### src/rtl/systolic_feeder.sv
// Staging buffer for the 2x2 systolic array: one weight-load cycle, then lane-1-lagged activation stream.
// All outputs are registered; only wr_ready decodes state/count. `define FEEDER_REPLAY_EN retains the buffer for replay.
module systolic_feeder #(
  parameter int DATA_W = 16,
  parameter int DEPTH  = 4,
  parameter int PTR_W  = 2
) (
  input  logic              clk,
  input  logic              reset,
  input  logic              wr_valid,
  output logic              wr_ready,
  input  logic [DATA_W-1:0] wr_a0,
  input  logic [DATA_W-1:0] wr_a1,
  input  logic              wr_last,
  input  logic [DATA_W-1:0] w_in1,
  input  logic [DATA_W-1:0] w_in2,
  input  logic [DATA_W-1:0] w_in3,
  input  logic [DATA_W-1:0] w_in4,
`ifdef FEEDER_REPLAY_EN
  input  logic              clear_buf,
`endif
  input  logic              start,
  output logic              busy,
  output logic              done,
  output logic              load_weight,
  output logic              valid,
  output logic [DATA_W-1:0] a_in1,
  output logic [DATA_W-1:0] a_in2,
  output logic [DATA_W-1:0] weight1,
  output logic [DATA_W-1:0] weight2,
  output logic [DATA_W-1:0] weight3,
  output logic [DATA_W-1:0] weight4
);

  typedef enum logic [2:0] {S_IDLE, S_ARMED, S_LOADW, S_STREAM, S_DONE} state_t;

  localparam logic [PTR_W:0] DEPTH_C  = (PTR_W+1)'(DEPTH);
  localparam logic [PTR_W:0] DEPTH_M1 = (PTR_W+1)'(DEPTH - 1);
  localparam logic [PTR_W:0] ONE      = (PTR_W+1)'(1);

  state_t state, state_nxt;
  logic [PTR_W:0] count, count_nxt, k, k_nxt;
  logic [2*DATA_W-1:0] vec_buf [DEPTH];
  logic accept, clr_req;
  logic busy_nxt, done_nxt, lw_nxt, valid_nxt;
  logic [DATA_W-1:0] a1_nxt, a2_nxt;
  logic [PTR_W-1:0] idx_cur, idx_prev;

`ifdef FEEDER_REPLAY_EN
  assign clr_req = clear_buf;
`else
  assign clr_req = 1'b0;
`endif

  assign wr_ready = (state == S_IDLE) && (count < DEPTH_C);
  assign accept   = wr_valid && wr_ready;

  always_ff @(posedge clk or posedge reset) begin
    if (reset) begin
      state <= S_IDLE;
      count <= '0;
      k     <= '0;
    end else begin
      state <= state_nxt;
      count <= count_nxt;
      k     <= k_nxt;
    end
  end

  always_comb begin
    state_nxt = state;
    count_nxt = count;
    k_nxt     = k;
    case (state)
      S_IDLE: begin
        // An accept in the same cycle as start takes priority; start is dropped.
        if (accept) begin
          count_nxt = count + ONE;
          if (wr_last || count == DEPTH_M1) state_nxt = S_ARMED;
        end else if (start && count != '0) begin
          state_nxt = S_LOADW;
        end
      end
      S_ARMED: begin
        if (clr_req) begin
          count_nxt = '0;
          state_nxt = S_IDLE;
        end else if (start) begin
          state_nxt = S_LOADW;
        end
      end
      S_LOADW: begin
        state_nxt = S_STREAM;
        k_nxt     = '0;
      end
      S_STREAM: begin
        if (k == count) state_nxt = S_DONE;
        else            k_nxt     = k + ONE;
      end
      S_DONE: begin
`ifdef FEEDER_REPLAY_EN
        state_nxt = S_ARMED;
`else
        state_nxt = S_IDLE;
        count_nxt = '0;
`endif
      end
      default: state_nxt = S_IDLE;
    endcase
  end

  // Outputs are computed from the next state so the registered values line up with the state they belong to.
  always_comb begin
    idx_cur   = k_nxt[PTR_W-1:0];
    idx_prev  = k_nxt[PTR_W-1:0] - 1'b1;
    busy_nxt  = (state_nxt == S_LOADW) || (state_nxt == S_STREAM);
    done_nxt  = (state_nxt == S_DONE);
    lw_nxt    = (state_nxt == S_LOADW);
    valid_nxt = (state_nxt == S_STREAM);
    a1_nxt    = '0;
    a2_nxt    = '0;
    if (state_nxt == S_STREAM) begin
      if (k_nxt < count) a1_nxt = vec_buf[idx_cur][DATA_W-1:0];
      if (k_nxt != '0)   a2_nxt = vec_buf[idx_prev][2*DATA_W-1:DATA_W];
    end
  end

  always_ff @(posedge clk) begin
    if (accept) vec_buf[count[PTR_W-1:0]] <= {wr_a1, wr_a0};
  end

  always_ff @(posedge clk or posedge reset) begin
    if (reset) begin
      busy        <= 1'b0;
      done        <= 1'b0;
      load_weight <= 1'b0;
      valid       <= 1'b0;
      a_in1       <= '0;
      a_in2       <= '0;
      weight1     <= '0;
      weight2     <= '0;
      weight3     <= '0;
      weight4     <= '0;
    end else begin
      busy        <= busy_nxt;
      done        <= done_nxt;
      load_weight <= lw_nxt;
      valid       <= valid_nxt;
      a_in1       <= a1_nxt;
      a_in2       <= a2_nxt;
      if (state_nxt == S_LOADW) begin
        weight1 <= w_in1;
        weight2 <= w_in2;
        weight3 <= w_in3;
        weight4 <= w_in4;
      end
    end
  end

endmodule

### config.mk
export PLATFORM = sky130hd
export DESIGN_NAME = systolic_feeder
export DESIGN_NICKNAME = d
export VERILOG_FILES = /design/src/rtl/systolic_feeder.sv
export SDC_FILE = /design/constraint.sdc
export NUM_CORES = 1
export LEC_CHECK = 0
export CAP_MARGIN = 20
export CORE_ASPECT_RATIO = 0.6
export CORE_UTILIZATION = 45
export CTS_CLUSTER_DIAMETER = 150
export DETAILED_ROUTE_END_ITERATION = 16
export PLACE_DENSITY = 0.75
export REMOVE_ABC_BUFFERS = 1
export SYNTH_ARGS = -nofsm -noshare
export SYNTH_HDL_FRONTEND = slang
export SYNTH_SLANG_ARGS = --single-unit
### constraint.sdc
create_clock -name clk -period 3.5 [get_ports clk]
set_input_delay 0.875 -clock clk [delete_from_list [all_inputs] [get_ports clk]]
set_output_delay 0.875 -clock clk [all_outputs]
set_load 0.005 [all_outputs]
==> flow_metrics.tcl <==
set metrics [dict create \
    status "finished clean" \
    slew_violations 0 \
    timing.fmax_ghz 0.354 \
    clock-root-buffer "clkbuf_16" \
    num-nets-final 823 \
    cts_buffers 22 \
    dieArea_mm2 0.0206 \
    crit_type "reg2reg" \
    synthFlopType "edfxtp_1" \
    routedWlPerCell_um 18.9 \
    cp_data_required_time_ns 3.89 \
    grt_max_degree 68 \
    setup_viol 0 \
    clkPwrFrac 0.211 \
    synthXorXnorAreaFrac 0.00653 \
    skew_ns 0.00473 \
    cts_tree "done" \
    clockBufferDepth 3 \
    synthAdderAreaFrac 0.0111 \
    grt_pass1_vias 5473 \
    seqCellArea_mm2 0.00657 \
    postCtsResizedCells 0 \
    ios 202 \
    switching_share 0.325 \
    vdd_drop_max_uv 708 \
    maxCapViolCount 0 \
    groute.usage.overall 0.185 \
    synth_area_mm2 0.00900 \
    syn_avg_cell_area_um2 18.0 \
    rsz0062_at_grt "no" \
    cts_setup_buffers 0 \
    pwr-share-seq 0.366 \
    powerDensity_mw_per_mm2 907 \
    h-tree-depth 1 \
    relSlewSlack 0.489 \
    start_kind "flop" \
    hold_viol_final 0 \
    io_buffers 201 \
    synth_top_family_by_area "multiplexers" \
    stdcell_count 997 \
    synthArstFlopShare 0.460 \
    worstPathMaxFanout 16 \
    grt.overflow.total 0 \
    ys_seq_area_frac 0.730 \
    cts.sinks 237 \
    multi_input_comb_area_mm2 0.00224 \
    p_int_mw 7.35 \
    die_w_um 185 \
    hold_path_class "reg2reg" \
    ctsHoldBuffers 0 \
    worstMarginPinSlew_ns 0.767 \
    power.total_mw 10.9 \
    synthMuxAreaShare 0.153 \
    globalplace.congestion 0.814 \
    vias 5124 \
    finalCritPeriodShare 0.807 \
    place_inst 956 \
    drive_above_1_share 0.185 \
    grt_pass1_wl_mm 29.3 \
    dp.final_hpwl_mm 12.3 \
    syn-instance-count 500 \
    design.core.area_mm2 0.0193 \
    antenna_found_initial 0 \
    p_sw_mw 3.54 \
    synthToLayoutAreaGrowth_pct 33.4 \
    fillers 1391 \
    first_pass_iters 4 \
    combinationalPowerShare 0.423 \
    synth-compound-area-share 0.0541 \
    fp.dieH_um 112 \
    num_rows 39 \
    worstPathArrival_ns 3.22 \
    clk_latency_ns 0.50 \
    yosys_warnings 0 \
    drcViolationCount 0 \
    synth-seq-cells 237 \
    drtAntennaViolNets 0 \
    post-route-util 0.621 \
    initialDrtViolationCount 353 \
    cp-end-kind "flop" \
    synth_edf_count 128 \
    start_util 0.466 \
    synth.distinct_cells 42 \
    power_leakage_nw 4.62 \
    yosys.area_share.simple 0.0195 \
    period_needed_ns 2.83 \
    clkTransAtPathRegs_ns 0.06 \
    routed_wl_mm 18.9 \
    via_per_inst 5.14 \
]
-- placed cells by master, fill, tap and decap left out, types with 3 or more instances in the layout --
| cell | count |
|---|---|
| mux2_2 | 64 |
| ha_1 | 8 |
| o22ai_1 | 16 |
| nor2_1 | 6 |
| dfrtp_1 | 109 |
| inv_1 | 9 |
| a21oi_1 | 9 |
| clkinv_1 | 6 |
| clkbuf_1 | 3 |
| and2_2 | 4 |
| edfxtp_1 | 128 |
| nand2_1 | 6 |
| mux2i_1 | 66 |
| buf_4 | 10 |
| o32ai_1 | 6 |
| clkinv_2 | 5 |
| nand3_1 | 3 |
| clkbuf_16 | 23 |
| clkdlybuf4s50_1 | 201 |
| o32ai_2 | 10 |
-- cell usage after synthesis (2+ instances only) --
| library cell | count | area share |
|---|---|---|
| a21o_1 | 2 | 0.0017 |
| xnor2_2 | 2 | 0.0036 |
| and3_1 | 2 | 0.0014 |
| buf_2 | 6 | 0.0033 |
| mux2i_1 | 66 | 0.073 |
| o32ai_1 | 6 | 0.0058 |
| nand3_1 | 3 | 0.0017 |
| nand2_1 | 6 | 0.0025 |
| edfxtp_1 | 128 | 0.43 |
| mux2_2 | 64 | 0.080 |
| o21ai_0 | 2 | 0.0011 |
| nand2b_1 | 2 | 0.0014 |
| buf_4 | 4 | 0.0033 |
| ha_1 | 8 | 0.011 |
| clkbuf_1 | 3 | 0.0013 |
| and2_1 | 5 | 0.0035 |
| buf_6 | 10 | 0.013 |
| inv_1 | 10 | 0.0042 |
| o32ai_2 | 10 | 0.018 |
| nor2_1 | 6 | 0.0025 |
| dfrtp_1 | 109 | 0.30 |
| a21oi_1 | 10 | 0.0056 |
| o22ai_1 | 16 | 0.011 |
| xnor2_1 | 2 | 0.0019 |
-- registers in the layout, summed over array words and instances (netlist names) --
register,count
state,3
weight1,16
busy,1
valid,1
a_in1,16
weight4,16
a_in2,16
done,1
weight2,16
load_weight,1
count,3
k,3
vec_buf,128
weight3,16
-- final timing paths --
check,cells past startpoint,to,start,slack (ns)
max in group asynchronous,3,a_in1[2]$_DFF_PP0_,reset,2.14
max reg2reg,9,a_in1[4]$_DFF_PP0_,count[0]$_DFFE_PP0P_,0.67
min,1,weight1[4]$_DFFE_PP0N_,weight1[4]$_DFFE_PP0N_,0.50
min in group asynchronous,2,weight4[2]$_DFFE_PP0N_,reset,0.70
min reg2reg,1,weight1[4]$_DFFE_PP0N_,weight1[4]$_DFFE_PP0N_,0.50
max,9,a_in1[4]$_DFF_PP0_,count[0]$_DFFE_PP0P_,0.67
-- power groups by stage --
stage	Combinational [mW]	Sequential (mW)	Clock, mW
after floorplan	2.66	4.00	0
after global placement	4.51	3.99	0
after detailed placement	4.66	4.02	0
after CTS	4.68	3.98	2.35
after global routing	5.00	4.05	2.48
final	4.61	3.98	2.30
-- stage by stage --
| step | hold slack, ns | instance area (µm²) | setup slack [ns] | TNS [ns] |
|---|---|---|---|---|
| floorplan | 0.489 | 8820 | -0.926 | -51.38 |
| global placement | 0.487 | 11300 | 0.723 | 0 |
| detailed placement | 0.492 | 11300 | 0.641 | 0 |
| CTS | 0.507 | 12000 | 0.658 | 0 |
| global route | 0.516 | 12000 | 0.407 | 0 |
| finish | 0.503 | 12000 | 0.674 | 0 |
-- logic make-up (layout without fill, tap and decap cells) --
logic type	Yosys count	after routing
muxes	130	130
xor gates and xnor gates	5	5
AOI/OAI and AO/OA	54	54
and+or+nand+nor	32	32
buffers and inverters	34	264
DFF	237	237
adders and majority gates	8	8
other	0	1
-- metal layers --
layer | vias up | wire length [µm] | global-route usage
li1 | 2324 | - | -
met1 | 2552 | 8300 | 0.254
met2 | 213 | 8720 | 0.295
met3 | 35 | 1590 | 0.0523
met4 | 0 | 259 | 0.0394
met5 | - | 0 | 0
-- cell type report --
cell class	count	area share
Sequential cell	237	0.547
Multi-Input combinational cell	229	0.186
Timing Repair Buffer	213	0.177
Clock buffer	28	0.0512
Tap cell	266	0.0277
Clock inverter	12	0.00646
Inverter	11	0.00385
Antenna cell	1	0.000208
-- worst max-delay path, stage by stage (launching register included) --
cell     delay, ns
dfrtp_1       0.50
xnor2_2       0.36
nand3_1       0.29
nand2_1       0.16
nor3_1        0.06
a21o_1        0.18
ha_1          0.17
nor2_1        0.25
nand3_2       0.47
o32ai_1       0.28
Power figures use the tool's default switching activity.
